===== config.mk =====
export PLATFORM = sky130hd
export DESIGN_NAME = uart_tx_param_flat
export DESIGN_NICKNAME = d
export VERILOG_FILES = /design/src/rtl/uart_pkg.sv /design/src/rtl/uart_tx_param_if.sv /design/src/rtl/uart_fifo.sv /design/src/rtl/uart_tx_param.sv /design/src/flat_wrapper.sv
export SDC_FILE = /design/constraint.sdc
export NUM_CORES = 1
export LEC_CHECK = 0
export BUFFER_PORTS_ARGS = -buffer_cell sky130_fd_sc_hd__buf_4
export CAP_MARGIN = 25
export CORE_ASPECT_RATIO = 0.9
export CORE_MARGIN = 5
export CORE_UTILIZATION = 46
export CTS_CLUSTER_DIAMETER = 50
export DETAILED_ROUTE_END_ITERATION = 10
export GPL_TIMING_DRIVEN = 0
export HOLD_SLACK_MARGIN = 0.15
export SYNTH_ARGS = -nofsm -noshare
export SYNTH_HDL_FRONTEND = slang
export SYNTH_HIERARCHICAL = 1
export SYNTH_SLANG_ARGS = --single-unit

===== constraint.sdc =====
create_clock -name clock -period 6.01 [get_ports clock]
set_input_delay 0 -clock clock [delete_from_list [all_inputs] [get_ports clock]]
set_output_delay 0 -clock clock [all_outputs]
set_load 0.02 [all_outputs]

===== src/rtl/uart_pkg.sv =====
// Shared definitions for the parametrised UART transmitter: parity modes,
// FSM state encoding and the FIFO occupancy width helper.
package uart_pkg;

    localparam int PARITY_NONE = 0;
    localparam int PARITY_EVEN = 1;
    localparam int PARITY_ODD  = 2;

    typedef enum logic [2:0] {
        ST_IDLE   = 3'd0,
        ST_START  = 3'd1,
        ST_DATA   = 3'd2,
        ST_PARITY = 3'd3,
        ST_STOP   = 3'd4
    } tx_state_e;

    // Occupancy must represent 0..DEPTH inclusive.
    function automatic int count_width(input int depth);
        return $clog2(depth + 1);
    endfunction

endpackage


===== src/rtl/uart_tx_param_if.sv =====
// Producer-side bundle of the UART transmitter: push interface, flow control
// and line/status outputs.
interface uart_tx_param_if
    import uart_pkg::*;
#(
    parameter int DATA_BITS = 8,
    parameter int DEPTH     = 8
) ();
    logic [DATA_BITS-1:0]          in;
    logic                          put;
    logic                          full;
    logic [count_width(DEPTH)-1:0] count;
    logic                          cts;
    logic                          busy;
    logic                          tx;

    modport master (output in, put, cts, input full, count, busy, tx);
    modport slave  (input in, put, cts, output full, count, busy, tx);
endinterface


===== src/rtl/uart_fifo.sv =====
// Synchronous FIFO with put/full write side, get/empty read side and a
// registered occupancy count from which full and empty are derived.
module uart_fifo
    import uart_pkg::*;
#(
    parameter int WIDTH = 8,
    parameter int DEPTH = 8
) (
    input  logic                          clk,
    input  logic                          rst_n,
    input  logic [WIDTH-1:0]              i_data,
    input  logic                          i_put,
    output logic                          o_full,
    input  logic                          i_get,
    output logic [WIDTH-1:0]              o_data,
    output logic                          o_empty,
    output logic [count_width(DEPTH)-1:0] o_count
);
    localparam int CW = count_width(DEPTH);
    localparam int AW = $clog2(DEPTH);

    logic [WIDTH-1:0] r_mem [DEPTH];
    logic [AW-1:0]    r_wr_ptr;
    logic [AW-1:0]    r_rd_ptr;
    logic [CW-1:0]    r_count;
    logic             r_full;
    logic [CW-1:0]    w_count_next;
    logic             w_push;
    logic             w_pop;

    // A put while full is dropped even if a pop frees a slot on the same edge.
    assign w_push  = i_put && !r_full;
    assign w_pop   = i_get && (r_count != {CW{1'b0}});
    assign o_full  = r_full;
    assign o_empty = (r_count == {CW{1'b0}});
    assign o_count = r_count;
    assign o_data  = r_mem[r_rd_ptr];

    // Occupancy after this edge's push/pop.
    always_comb begin
        w_count_next = r_count;
        case ({w_push, w_pop})
            2'b10:   w_count_next = r_count + CW'(1);
            2'b01:   w_count_next = r_count - CW'(1);
            default: w_count_next = r_count;
        endcase
    end

    // Storage array write port.
    always_ff @(posedge clk) begin
        if (w_push) begin
            r_mem[r_wr_ptr] <= i_data;
        end
    end

    // Pointers wrap naturally modulo DEPTH.
    always_ff @(posedge clk or negedge rst_n) begin
        if (!rst_n) begin
            r_wr_ptr <= {AW{1'b0}};
            r_rd_ptr <= {AW{1'b0}};
            r_count  <= {CW{1'b0}};
            r_full   <= 1'b0;
        end else begin
            if (w_push) r_wr_ptr <= r_wr_ptr + AW'(1);
            if (w_pop)  r_rd_ptr <= r_rd_ptr + AW'(1);
            r_count <= w_count_next;
            r_full  <= (w_count_next == CW'(DEPTH));
        end
    end

endmodule


===== src/rtl/uart_tx_param.sv =====
// Single-clock UART transmitter: FIFO-fed frame FSM with a per-bit countdown
// timer, LSB-first shift register, optional parity and 1/2 stop bits.
module uart_tx_param
    import uart_pkg::*;
#(
    parameter int DATA_BITS = 8,
    parameter int PARITY    = PARITY_NONE,
    parameter int STOP_BITS = 1,
    parameter int DIV       = 16,
    parameter int DEPTH     = 8
) (
    input  logic           clock,
    input  logic           reset,
    uart_tx_param_if.slave bus
);
    localparam int CW = count_width(DEPTH);
    localparam int TW = $clog2(DIV);
    localparam int BW = 4;

    tx_state_e            r_state;
    tx_state_e            w_next_state;
    logic [DATA_BITS-1:0] r_shift;
    logic [DATA_BITS-1:0] w_fifo_data;
    logic [TW-1:0]        r_timer;
    logic [BW-1:0]        r_bit_cnt;
    logic                 r_par;
    logic                 r_tx;
    logic                 r_busy;
    logic                 w_tx_next;
    logic                 w_pop;
    logic                 w_empty;
    logic                 w_full;
    logic [CW-1:0]        w_count;
    logic                 w_bit_end;
    logic                 w_start_ok;
    logic                 w_last_data;
    logic                 w_last_stop;

    uart_fifo #(.WIDTH(DATA_BITS), .DEPTH(DEPTH)) u_fifo (
        .clk     (clock),
        .rst_n   (reset),
        .i_data  (bus.in),
        .i_put   (bus.put),
        .o_full  (w_full),
        .i_get   (w_pop),
        .o_data  (w_fifo_data),
        .o_empty (w_empty),
        .o_count (w_count)
    );

    assign w_bit_end   = (r_timer == {TW{1'b0}});
    assign w_start_ok  = !w_empty && !bus.cts;
    assign w_last_data = (r_bit_cnt == BW'(DATA_BITS - 1));
    assign w_last_stop = (r_bit_cnt == BW'(STOP_BITS - 1));
    assign bus.tx      = r_tx;
    assign bus.busy    = r_busy;
    assign bus.full    = w_full;
    assign bus.count   = w_count;

    // FSM state register.
    always_ff @(posedge clock or negedge reset) begin
        if (!reset) r_state <= ST_IDLE;
        else        r_state <= w_next_state;
    end

    // Next state, FIFO pop and the line level of the bit being entered.
    always_comb begin
        w_next_state = r_state;
        w_tx_next    = r_tx;
        w_pop        = 1'b0;
        case (r_state)
            ST_IDLE: begin
                w_tx_next = 1'b1;
                if (w_start_ok) begin
                    w_next_state = ST_START;
                    w_pop        = 1'b1;
                    w_tx_next    = 1'b0;
                end else begin
                    w_next_state = ST_IDLE;
                end
            end
            ST_START: begin
                if (w_bit_end) begin
                    w_next_state = ST_DATA;
                    w_tx_next    = r_shift[0];
                end else begin
                    w_next_state = ST_START;
                end
            end
            ST_DATA: begin
                if (w_bit_end && w_last_data) begin
                    if (PARITY != PARITY_NONE) begin
                        w_next_state = ST_PARITY;
                        w_tx_next    = r_par ^ r_shift[0];
                    end else begin
                        w_next_state = ST_STOP;
                        w_tx_next    = 1'b1;
                    end
                end else if (w_bit_end) begin
                    w_tx_next = r_shift[1];
                end else begin
                    w_next_state = ST_DATA;
                end
            end
            ST_PARITY: begin
                if (w_bit_end) begin
                    w_next_state = ST_STOP;
                    w_tx_next    = 1'b1;
                end else begin
                    w_next_state = ST_PARITY;
                end
            end
            ST_STOP: begin
                // cts is only looked at here and in IDLE, so frames are never cut short.
                if (w_bit_end && w_last_stop && w_start_ok) begin
                    w_next_state = ST_START;
                    w_pop        = 1'b1;
                    w_tx_next    = 1'b0;
                end else if (w_bit_end && w_last_stop) begin
                    w_next_state = ST_IDLE;
                    w_tx_next    = 1'b1;
                end else begin
                    w_tx_next = 1'b1;
                end
            end
            default: begin
                w_next_state = ST_IDLE;
                w_tx_next    = 1'b1;
            end
        endcase
    end

    // Datapath: line/busy registers, bit timer, bit counter, shifter, parity.
    always_ff @(posedge clock or negedge reset) begin
        if (!reset) begin
            r_tx      <= 1'b1;
            r_busy    <= 1'b0;
            r_timer   <= {TW{1'b0}};
            r_bit_cnt <= {BW{1'b0}};
            r_shift   <= {DATA_BITS{1'b0}};
            r_par     <= 1'b0;
        end else begin
            r_tx   <= w_tx_next;
            r_busy <= (w_next_state != ST_IDLE);
            if (w_pop || (w_bit_end && r_state != ST_IDLE)) r_timer <= TW'(DIV - 1);
            else if (r_state != ST_IDLE)                    r_timer <= r_timer - TW'(1);
            if (w_next_state != r_state)                               r_bit_cnt <= {BW{1'b0}};
            else if (w_bit_end && (r_state == ST_DATA || r_state == ST_STOP)) r_bit_cnt <= r_bit_cnt + BW'(1);
            if (w_pop) begin
                r_shift <= w_fifo_data;
                r_par   <= (PARITY == PARITY_ODD);
            end else if (r_state == ST_DATA && w_bit_end) begin
                r_shift <= r_shift >> 1;
                r_par   <= r_par ^ r_shift[0];
            end
        end
    end

endmodule


===== src/flat_wrapper.sv =====
// flat-port wrapper written by rule: the top's interface ports become plain ports
module uart_tx_param_flat import uart_pkg::*;
#(
    parameter int DATA_BITS = 8,
    parameter int PARITY    = PARITY_NONE,
    parameter int STOP_BITS = 1,
    parameter int DIV       = 16,
    parameter int DEPTH     = 8
)
  (clock, reset, bus_in, bus_put, bus_cts, bus_full, bus_count, bus_busy, bus_tx);
  uart_tx_param_if #(.DATA_BITS(DATA_BITS), .DEPTH(DEPTH)) bus_i ();
  input  logic clock;
  input  logic reset;
  input wire logic [$bits(bus_i.in)-1:0] bus_in;
  input wire logic [$bits(bus_i.put)-1:0] bus_put;
  input wire logic [$bits(bus_i.cts)-1:0] bus_cts;
  output wire logic [$bits(bus_i.full)-1:0] bus_full;
  output wire logic [$bits(bus_i.count)-1:0] bus_count;
  output wire logic [$bits(bus_i.busy)-1:0] bus_busy;
  output wire logic [$bits(bus_i.tx)-1:0] bus_tx;
  assign bus_i.in = bus_in;
  assign bus_i.put = bus_put;
  assign bus_i.cts = bus_cts;
  assign bus_full = bus_i.full;
  assign bus_count = bus_i.count;
  assign bus_busy = bus_i.busy;
  assign bus_tx = bus_i.tx;
  uart_tx_param #(.DATA_BITS(DATA_BITS), .PARITY(PARITY), .STOP_BITS(STOP_BITS), .DIV(DIV), .DEPTH(DEPTH)) u_core (.clock(clock), .reset(reset), .bus(bus_i));
endmodule

==> flow_summary.ini <==
[status]
outcome = finished, final reports clean

[clock_tree]
numCtsBuffers = 9
h-tree-depth = 3
clk_pin_slew_ns = 0.11
cts-resized-gates = 0
cts_sinks = 96
clkLatencyLatePin_ns = 0.36
clockBufferDepth = 2
cts-root-buf = clkbuf_8
cts_tree = yes

[die]
coreArea_um2 = 9170
ioPinCount = 19
num_rows = 33
fp.dieH_um = 102
die_w_um = 112
start_util_pct = 47.2
die_area_um2 = 11400

[layout]
num_antenna_cells = 0
fin_nets = 339
n_fill_cell = 768
syn2layout_area_growth_pct = 14.7
final_common_cell = edfxtp_1
utilization_pct = 54.1
layout_common_cells = edfxtp_1 (64), dfrtp_1 (31), buf_4 (18)
final_layout_size_suffix_gt1_share_pct = 21.4

[synthesis]
syn_nets = 296
syn_area_per_cell_um2 = 15.7
yosysSeqAreaShare_pct = 63.0
synth_seq_cells = 96
yosys_warnings = 6
synthCells = 275
synth_cell_types = 46
netlist_area_um2 = 4330

[timing]
holdWs_ns = 0.407
slew-limit-headroom_pct = 33.5
rsz0062_at_grt = false
fin_skew_ns = 0.0101
fin_crit_ns = 4.30
fmax_mhz = 233
finalHoldViolCount = 0
finalSetupTns_ns = 0
post-route-period-util_pct = 71.5
worst_pin_slew_ns = 0.994
slew_viol_final = 0
setup_viol = 0

[routing]
antenna_left = 0
drt-initial-drc-count = 95
wl_per_cell_um = 17.9
drt_wl_total_mm = 7.96
drc = 0
viasPerCell = 5.38
vias = 2392
dr.pass1.iters = 4

[power_and_ir_drop]
vdd_drop_max_uv = 190
power.total_uw = 2170
p_leak_uw = 0.00187
powerDensity_nw_per_um2 = 437

[worst_setup_path]
cp.arrival_ns = 4.55
endpoint_kind = flop
startpoint_type = flop
path_class = flop to flop
worst-path-max-fanout = 10
critPathRequiredTime_ns = 6.26

[global_routing]
grt.overflow.total = 0
antenna_found_initial = 0
grt_first_pass_wirelength_mm = 12.6
grt_pass1_vias = 2428
grt_max_degree = 32
grt_use_total_pct = 14.7

[flow_run]
maxCapViolations = 0

[placed_design]
dp_hpwl_mm = 5.03
place.gp.congestion = 0.826
port_buffers = 18

[worst_hold_path]
hold_path.class = input pin to flop
==> sequential cells by signal (all words and copies together), names as in the netlist <==
register                flops
u_core/r_bit_cnt            4
u_core/r_shift              8
u_core/u_fifo/o_full        1
u_core/r_state              3
u_core/bus.tx               1
u_core/u_fifo/r_wr_ptr      3
u_core/r_timer              4
u_core/u_fifo/r_mem        64
u_core/bus.busy             1
u_core/u_fifo/o_count       4
u_core/u_fifo/r_rd_ptr      3
==> timing repair <==
action	in CTS	in global routing
hold buffers	13	0
endpoints found under the setup margin	0	0
setup buffers	0	0
hold endpoints to repair	104	0
==> power by group <==
part	switching, uW	total (uW)	internal, uW
Combinational	402	786	384
Clock	245	408	163
Sequential	97.4	974	876
Total	744	2170	1420
==> cell families after synthesis <==
logic type	share of synthesized area (%)
DFF	63.0
and+or+nand+nor	7.46
muxes	16.7
AOI/OAI and AO/OA	4.57
buffers and inverters	3.12
xor gates and xnor gates	2.43
adders and majority gates	2.78
==> layer usage <==
layer,part of all wire [%],vias to the layer above,routed length [um],track usage [%]
met3,2.9,9,231,3.73
met1,50,1203,4010,20.6
met5,0,-,0,0
met2,46,36,3640,23.3
li1,-,1144,-,-
met4,1.0,0,82,3.60
==> cells in the mapped netlist, drive strengths merged <==
master,number,share of area [%]
or4b,1,0.23
buf,6,1.3
a211o,1,0.20
dfrtp,31,18
o221ai,1,0.20
ha,8,2.3
dfstp,1,0.61
nand2b,5,0.72
mux2i,3,0.69
mux4,16,9.7
nor3,10,1.2
or4,1,0.26
nor4b,1,0.20
o211ai,2,0.35
nor3b,2,0.35
a32oi,2,0.41
edfxtp,64,44
xor2,2,0.41
nor4,4,0.58
o21bai,1,0.17
nand2,12,1.0
o32ai,1,0.20
o21ai,5,0.58
and3b,2,0.41
a31oi,1,0.14
inv,15,1.3
o31ai,1,0.17
fa,1,0.46
xnor2,10,2.0
or2,1,0.14
a211oi,1,0.17
nand3,5,0.58
a221o,1,0.23
or3b,1,0.20
nor2,15,1.3
o41ai,2,0.41
nor2b,2,0.29
mux2,22,6.2
o22ai,1,0.14
a21oi,8,1.2
clkbuf,6,0.52
==> worst max-delay path: stages (launching register included) <==
cell,delay [ns]
dfrtp_1,0.44
inv_1,0.08
ha_1,0.18
nor3b_1,0.72
nand3_1,0.42
a21oi_4,0.47
nand2b_1,0.17
inv_1,0.14
ha_1,0.22
inv_1,0.08
fa_1,0.38
xor2_1,0.16
o21ai_0,0.34
nor2_1,0.10
mux2_2,0.27
==> area by class of cell <==
type | count | area (um^2) | share of cell area (%)
Tap cell | 122 | 153 | 3.08
Multi-Input combinational cell | 152 | 1470 | 29.7
Sequential cell | 96 | 2720 | 54.9
Buffer | 12 | 78.8 | 1.59
Inverter | 15 | 56.3 | 1.13
Clock inverter | 7 | 75.1 | 1.51
Clock buffer | 9 | 124 | 2.50
Timing Repair Buffer | 32 | 280 | 5.65
==> per-stage QoR <==
step | std cells | area, um^2 | worst slack (ns)
6_report | 445 | 4960 | 1.71
5_1_grt | 445 | 4960 | 1.36
4_1_cts | 445 | 4960 | 1.73
3_5_place_dp | 416 | 4620 | 1.74
3_3_place_gp | 415 | 4610 | 1.86
2_1_floorplan | 275 | 4330 | 2.55
==> worst paths after layout <==
check                                                           start  slack [ns]  cells past startpoint                                     to
worst min register to register  u_core/u_fifo/r_wr_ptr[2]$_DFFE_PN0P_        0.50                      1  u_core/u_fifo/r_wr_ptr[2]$_DFFE_PN0P_
worst min-delay path                                        bus_in[5]        0.41                      2    u_core/u_fifo/r_mem[5][5]$_DFFE_PP_
max in group asynchronous                                       reset        5.14                      4          u_core/r_shift[4]$_DFFE_PN0P_
worst max register to register          u_core/r_timer[0]$_DFFE_PN0P_        1.71                     14         u_core/u_fifo/o_full$_DFF_PN0_
min in group asynchronous                                       reset        0.68                      3              u_core/bus.tx$_DFFE_PN1P_
worst max-delay path                    u_core/r_timer[0]$_DFFE_PN0P_        1.71                     14         u_core/u_fifo/o_full$_DFF_PN0_
No activity file was read; power rests on OpenSTA's default activity.
